===== src/rtl/mc_shift_unit.sv =====
// Iterative multi-cycle shifter for the execute stage.
// Handles SLL/SRL/SRA/ROR, STEP bits per cycle, start/busy/done handshake.
module mc_shift_unit #(
    parameter int WIDTH   = 32,
    parameter int SHAMT_W = 5,
    parameter int STEP    = 1
) (
    input  logic               clk,
    input  logic               rst_n,
    input  logic               start,
    input  logic [1:0]         op,
    input  logic [SHAMT_W-1:0] shamt,
    input  logic [WIDTH-1:0]   operand,
    input  logic               kill,
    output logic               busy,
    output logic               done,
    output logic [WIDTH-1:0]   result
);

    typedef enum logic [1:0] {
        S_IDLE,
        S_SHIFT,
        S_DONE
    } state_t;

    localparam logic [1:0] OP_SLL = 2'b00;
    localparam logic [1:0] OP_SRL = 2'b10;
    localparam logic [1:0] OP_SRA = 2'b11;

    localparam logic [SHAMT_W-1:0] STEP_L = SHAMT_W'(STEP);

    state_t             state_q, state_d;
    logic [WIDTH-1:0]   data_q, data_d;
    logic [WIDTH-1:0]   result_q, result_d;
    logic [SHAMT_W-1:0] cnt_q, cnt_d;
    logic [1:0]         op_q, op_d;
    logic               fill_q, fill_d;

    logic [SHAMT_W-1:0] step_amt;
    logic [WIDTH-1:0]   shifted;

    always_comb begin
        step_amt = (cnt_q < STEP_L) ? cnt_q : STEP_L;
    end

    // Apply up to STEP single-bit shifts; fill_q holds the original sign bit.
    always_comb begin
        shifted = data_q;
        for (int i = 0; i < STEP; i++) begin
            if (SHAMT_W'(i) < step_amt) begin
                case (op_q)
                    OP_SLL:  shifted = {shifted[WIDTH-2:0], 1'b0};
                    OP_SRL:  shifted = {1'b0, shifted[WIDTH-1:1]};
                    OP_SRA:  shifted = {fill_q, shifted[WIDTH-1:1]};
                    default: shifted = {shifted[0], shifted[WIDTH-1:1]};
                endcase
            end
        end
    end

    always_comb begin
        state_d  = state_q;
        data_d   = data_q;
        result_d = result_q;
        cnt_d    = cnt_q;
        op_d     = op_q;
        fill_d   = fill_q;
        case (state_q)
            S_IDLE: begin
                if (start && !kill) begin
                    data_d = operand;
                    op_d   = op;
                    fill_d = operand[WIDTH-1];
                    cnt_d  = shamt;
                    if (shamt == '0) begin
                        result_d = operand;
                        state_d  = S_DONE;
                    end else begin
                        state_d  = S_SHIFT;
                    end
                end
            end
            S_SHIFT: begin
                if (kill) begin
                    state_d = S_IDLE;
                end else begin
                    data_d = shifted;
                    cnt_d  = cnt_q - step_amt;
                    if (cnt_q == step_amt) begin
                        result_d = shifted;
                        state_d  = S_DONE;
                    end
                end
            end
            S_DONE:  state_d = S_IDLE;
            default: state_d = S_IDLE;
        endcase
    end

    always_ff @(posedge clk or negedge rst_n) begin
        if (!rst_n) begin
            state_q  <= S_IDLE;
            data_q   <= '0;
            result_q <= '0;
            cnt_q    <= '0;
            op_q     <= '0;
            fill_q   <= 1'b0;
        end else begin
            state_q  <= state_d;
            data_q   <= data_d;
            result_q <= result_d;
            cnt_q    <= cnt_d;
            op_q     <= op_d;
            fill_q   <= fill_d;
        end
    end

    assign busy   = (state_q != S_IDLE);
    assign done   = (state_q == S_DONE);
    assign result = result_q;

endmodule


===== config.mk =====
export PLATFORM = sky130hd
export DESIGN_NAME = mc_shift_unit
export DESIGN_NICKNAME = d
export VERILOG_FILES = /design/src/rtl/mc_shift_unit.sv
export SDC_FILE = /design/constraint.sdc
export NUM_CORES = 1
export LEC_CHECK = 0
export BUFFER_PORTS_ARGS = -buffer_cell sky130_fd_sc_hd__buf_4
export CAP_MARGIN = 0
export CORE_MARGIN = 2
export CORE_UTILIZATION = 55
export CTS_CLUSTER_DIAMETER = 60
export DETAILED_ROUTE_END_ITERATION = 12
export GPL_ROUTABILITY_DRIVEN = 1
export PLACE_DENSITY = 0.8
export SYNTH_ARGS = -nofsm -noshare
export SYNTH_HDL_FRONTEND = slang
export SYNTH_SLANG_ARGS = --single-unit

===== constraint.sdc =====
create_clock -name clk -period 3.6 [get_ports clk]
set_clock_uncertainty 0.2 [all_clocks]
set_input_delay 0.54 -clock clk [delete_from_list [all_inputs] [get_ports clk]]
set_output_delay 0.54 -clock clk [all_outputs]
set_load 0.02 [all_outputs]

### Word level (Yosys, flattened, before mapping)

Index checks and enable logic that the tools add are counted.
Widths: inputs -> output; s select.

* bits in registers: 74
* bits in latches: 0
* bits in writable memories: 0
* ROM bits: 0
* input bits: 43
* output and inout port bits: 34
* memories kept: 0

* $add $sub $neg: 1
* $mul: 0
* div/mod/pow operators: 0
* order comparisons: 2
* eq/ne operators: 10
* shift-type cells: 0
* multiplexer cells: 19
* bitwise logic cells: 0
* reductions and logical operators: 11

Operators with widths (number)
* $mux 32: 7
* $pmux 32 s2: 2
* $pmux 32 s3: 1
* $mux 5: 3
* $pmux 5 s2: 1
* $mux 2: 4
* $ne 2x2->1 const B: 4
* $eq 2x2->1 const B: 3
* $eq 5x5->1: 1
* $logic_not 5->1: 1
* $lt 1x5->1 const A: 1
* $lt 5x1->1 const B: 1
* $reduce_and 5->1: 1
* $sub 5x5->5: 1
* $logic_not 2->1: 2
* $pmux 2 s2: 1
* $reduce_and 2->1: 2
* $reduce_bool 2->1: 2
* $ne 3x3->1 const B: 1
* $reduce_and 3->1: 1
* $eq 2x1->1 const B: 1
* $logic_and 1x1->1: 1
* $logic_not 1->1: 1

### Longest topological paths before layout

* depth in word-level cells: 7
* gate-level depth with buffers: 11
* depth with buffers taken out: 8

### Worst setup path before layout

No wires, ideal clock.

* path kind: reg-to-reg
* from: register cnt_q[4]
* to: register result_q[10], in the netlist result[10]
* setup time: 0.135 ns
* data arrival time: 2.363 ns
* required time: 3.265 ns
* setup slack: 0.902 ns
* stages on the path, launching flop included: 11
* buffers on the path: 4
* cell sequence: dfrtp_1 > or4_1 > buf_2 > buf_6 > nand2b_1 > ha_1 > nor4b_1 > a22o_1 > buf_2 > clkbuf_1 > a31oi_1

* longest elaborated chain between the ends: 7
* elaborated cells between the ends (all ways): 10
* classes of those cells: order compare (2); eq/ne (2); mux (5); reduce/logical (1)

RTL lines
* from (decl): line 35 `logic [SHAMT_W-1:0] cnt_q, cnt_d;`
* from (signal assigned): line 112 `cnt_q <= cnt_d;`
* $lt 5x1->1: line 43 `step_amt = (cnt_q < STEP_L) ? cnt_q : STEP_L;`
* $mux 5: line 43
* $lt 1x5->1: line 50 `if (SHAMT_W'(i) < step_amt) begin`
* $mux 32: line 50
* $mux 32: line 89 `if (cnt_q == step_amt) begin`
* $mux 32: line 84 `if (kill) begin`
* $pmux 32 s2: line 68 `case (state_q)`
* to (signal assigned): line 111 `result_q <= result_d;`
* to (decl): line 34 `logic [WIDTH-1:0] result_q, result_d;`

Several ways; a longest one is shown, not always the timed one. The select of a mux whose other input is x is not followed.
A chain may end at the register's enable or synchronous reset.

### Final worst setup path

* from: register cnt_q[4]
* to: register result_q[0], in the netlist result[0]

The elaborated chain is that of the path after synthesis.

==> results.yml <==
sta:
  tightest_slew_ns: 1.34
  setup_viol: 0
  period_share_pct: 78.4
  finalMaxSlewViolations: 0
  fin_setup_tns_ns: 0
  relSlewSlack_pct: 10.8
  hold_viol_final: 0
  layout_min_cycle_time_ns: 2.82
  rsz0062_at_grt: "false"
  max_freq_ghz: 0.354
placement:
  port_buffers: 76
  place_hpwl_um: 6660
  place_congestion: 0.847
yosys:
  yosysWarningCount: 0
  synth_seq_cells: 74
  syn-cell-area_sq_mm: 0.00396
  synth.distinct_cells: 37
  synth_fp_nets: 509
  synth_edf_count: 0
  yosysMostFrequentCell: "a21oi_1"
  yosys_most_used_dff: "dfrtp_1"
  synthTopCellsByArea: "dfrtp_1, a21oi_1, a311o_1, a31oi_1, o21ai_0"
  ys_async_sr_fraction_pct: 100
  synthTopCellsByCount: "a21oi_1, dfrtp_1, nor2_1"
  syn_area_per_cell_sq_um: 8.54
  ys_seq_area_share_pct: 46.7
  synthCells: 464
  synth_top_area_share_pct: 46.7
  yosys.area.top_type: "dfrtp_1"
grt:
  grt-ovfl-total: 0
  track_usage_pct: 28.5
  antenna_found_initial: 0
  grtUsageMet3_pct: 5.13
  grt_busiest_layer: "met2"
  gr-usage-met2_pct: 43.0
  grt_pass1_wl_um: 17400
  grtUsageMet1_pct: 40.4
  grt_pass1_vias: 3628
  grt_max_degree: 75
clock_network:
  cts_tree: "yes"
  clk_pin_slew_ns: 0.08
  clock_latency_ns: 0.36
  cts_buffers: 9
  cts_max_level: 3
  postCtsSetupRepairBufs: 0
  cts_resized: 0
  cts_root_buf: "clkbuf_8"
  cts_hold_buf: 0
  clock_sinks: 74
  cts_buffer_depth: 2
setup_path:
  crit_arrival_ns: 2.85
  worstReg2RegEnd: "result[0]"
  path_class: "reg -> reg"
  cp-start-kind: "flop"
  crit_required_ns: 3.63
  crit_slowest_cell: "or4_1"
  path_max_fanout: 31
  r2r-start: "cnt_q[4]"
  cp-startpoint: "cnt_q[4]"
  end_kind: "flop"
  path_cells: "or4_1 -> nand2b_1 -> ha_1 -> nor4b_1 -> a22o_2 -> buf_4 -> and2_1 -> o22ai_1"
  critical_path.max_stage_delay_ns: 0.57
  r2r_cells: 8
  endpoint: "result[0]"
  rrSetupSlack_ns: 0.78
pwr:
  irDropWorstVdd_v: 0.000387
  power.density_mw_per_mm2: 648
  power_leakage_nw: 1.98
floorplan:
  die_area_sq_mm: 0.00790
  initial_core_util_pct: 57.7
  core_sq_mm: 0.00687
  dieHeight_um: 88.9
  fp-row-count: 30
  ios: 77
  die_w_um: 88.9
outcome:
  status: "completed"
final_layout:
  n_antenna_cell: 0
  fin_nets: 561
  area_growth_syn_to_layout_pct: 19.7
  final_util_pct: 69.0
  drive_gt1_share_pct: 21.7
routing:
  wire_per_inst_um: 17.4
  first_iter_violations: 340
  wl_um: 10700
  drt_first_pass_iters: 5
  num_vias: 4018
  drc: 0
  ant_nets: 0
  routed_via_density: 6.51
min_path:
  hold_class: "in -> async"
run:
  max-cap-violations: 0
==> cells by family after synthesis <==
logic type               after synthesis  synth area share, %
flip-flops                            74                 46.7
AO/OA/AOI/OAI                        204                 31.5
adder cells (fa/ha/maj)                2                0.632
buffers and inverters                 52                 5.40
multiplexers                           4                 1.14
AND/OR/NAND/NOR                      128                 14.6
==> where the power goes <==
group | total (W) | internal, W | switching [W]
Clock | 0.000616 | 0.000306 | 0.000310
Combinational | 0.00118 | 0.000488 | 0.000692
Sequential | 0.00128 | 0.00108 | 0.000197
==> routing by layer <==
metal | up-vias | part of all wire, %
met5 | - | 0
li1 | 1828 | -
met3 | 21 | 8.2
met4 | 0 | 2.0
met2 | 217 | 47
met1 | 1952 | 42
==> per-stage QoR <==
stage	instance area [sq um]	cells	hold slack [ns]	setup WS, ns	power [W]
2_1_floorplan	3960	464	0.0444	0.902	0.00199
3_3_place_gp	4560	601	0.300	0.902	0.00242
3_5_place_dp	4560	601	0.305	0.809	0.00246
4_1_cts	4740	617	0.135	0.793	0.00306
5_1_grt	4740	617	0.142	0.620	0.00324
6_report	4740	617	0.112	0.778	0.00307
==> how the worst min path moves through the flow <==
| stage | start | end | slack [ns] | depth (start not counted) |
|---|---|---|---|---|
| 2_1_floorplan | rst_n | cnt_q[0] | 0.04 | 0 |
| 3_3_place_gp | fill_q | fill_q | 0.30 | 1 |
| 3_5_place_dp | fill_q | fill_q | 0.31 | 1 |
| 4_1_cts | kill | state_q[0] | 0.13 | 2 |
| 5_1_grt | kill | state_q[0] | 0.14 | 2 |
| 6_report | rst_n | state_q[0] | 0.11 | 1 |
==> cell usage in the layout, fill, tap and decap left out, types with 2 or more instances in the layout <==
cell	n
clkbuf_8	12
nand2_1	38
clkinv_2	2
nand2b_1	3
a31oi_1	35
a311o_1	30
nor3_1	32
inv_1	5
dfrtp_1	74
o21ai_0	35
nor2b_1	2
mux2_2	4
ha_1	2
nor2_1	41
nor4_1	2
clkbuf_1	2
buf_4	88
a21oi_1	91
a22oi_1	2
==> state kept, by name, indices dropped and copies added (netlist names) <==
register / flops
data_q: 32
result: 32
cnt_q: 5
op_q: 2
state_q: 2
fill_q: 1
==> critical path, delay by kind of cell (launching register included) <==
family	cells	cell delay [ns]
AO/OA/AOI/OAI	2	0.33
AND/OR/NAND/NOR	4	1.28
buffers and inverters	1	0.30
flip-flops	1	0.43
adder cells (fa/ha/maj)	1	0.15
==> layout make-up <==
cell class                 instances  area, sq um
inverter                           5         18.8
clock buffer                      14          173
sequential                        74         1850
clock inverter                     2         10.0
timing repair buffer              88          661
multi-input combinational        338         1910
fill                             541         2130
tap                               96          120
Power figures use the tool's default switching activity.
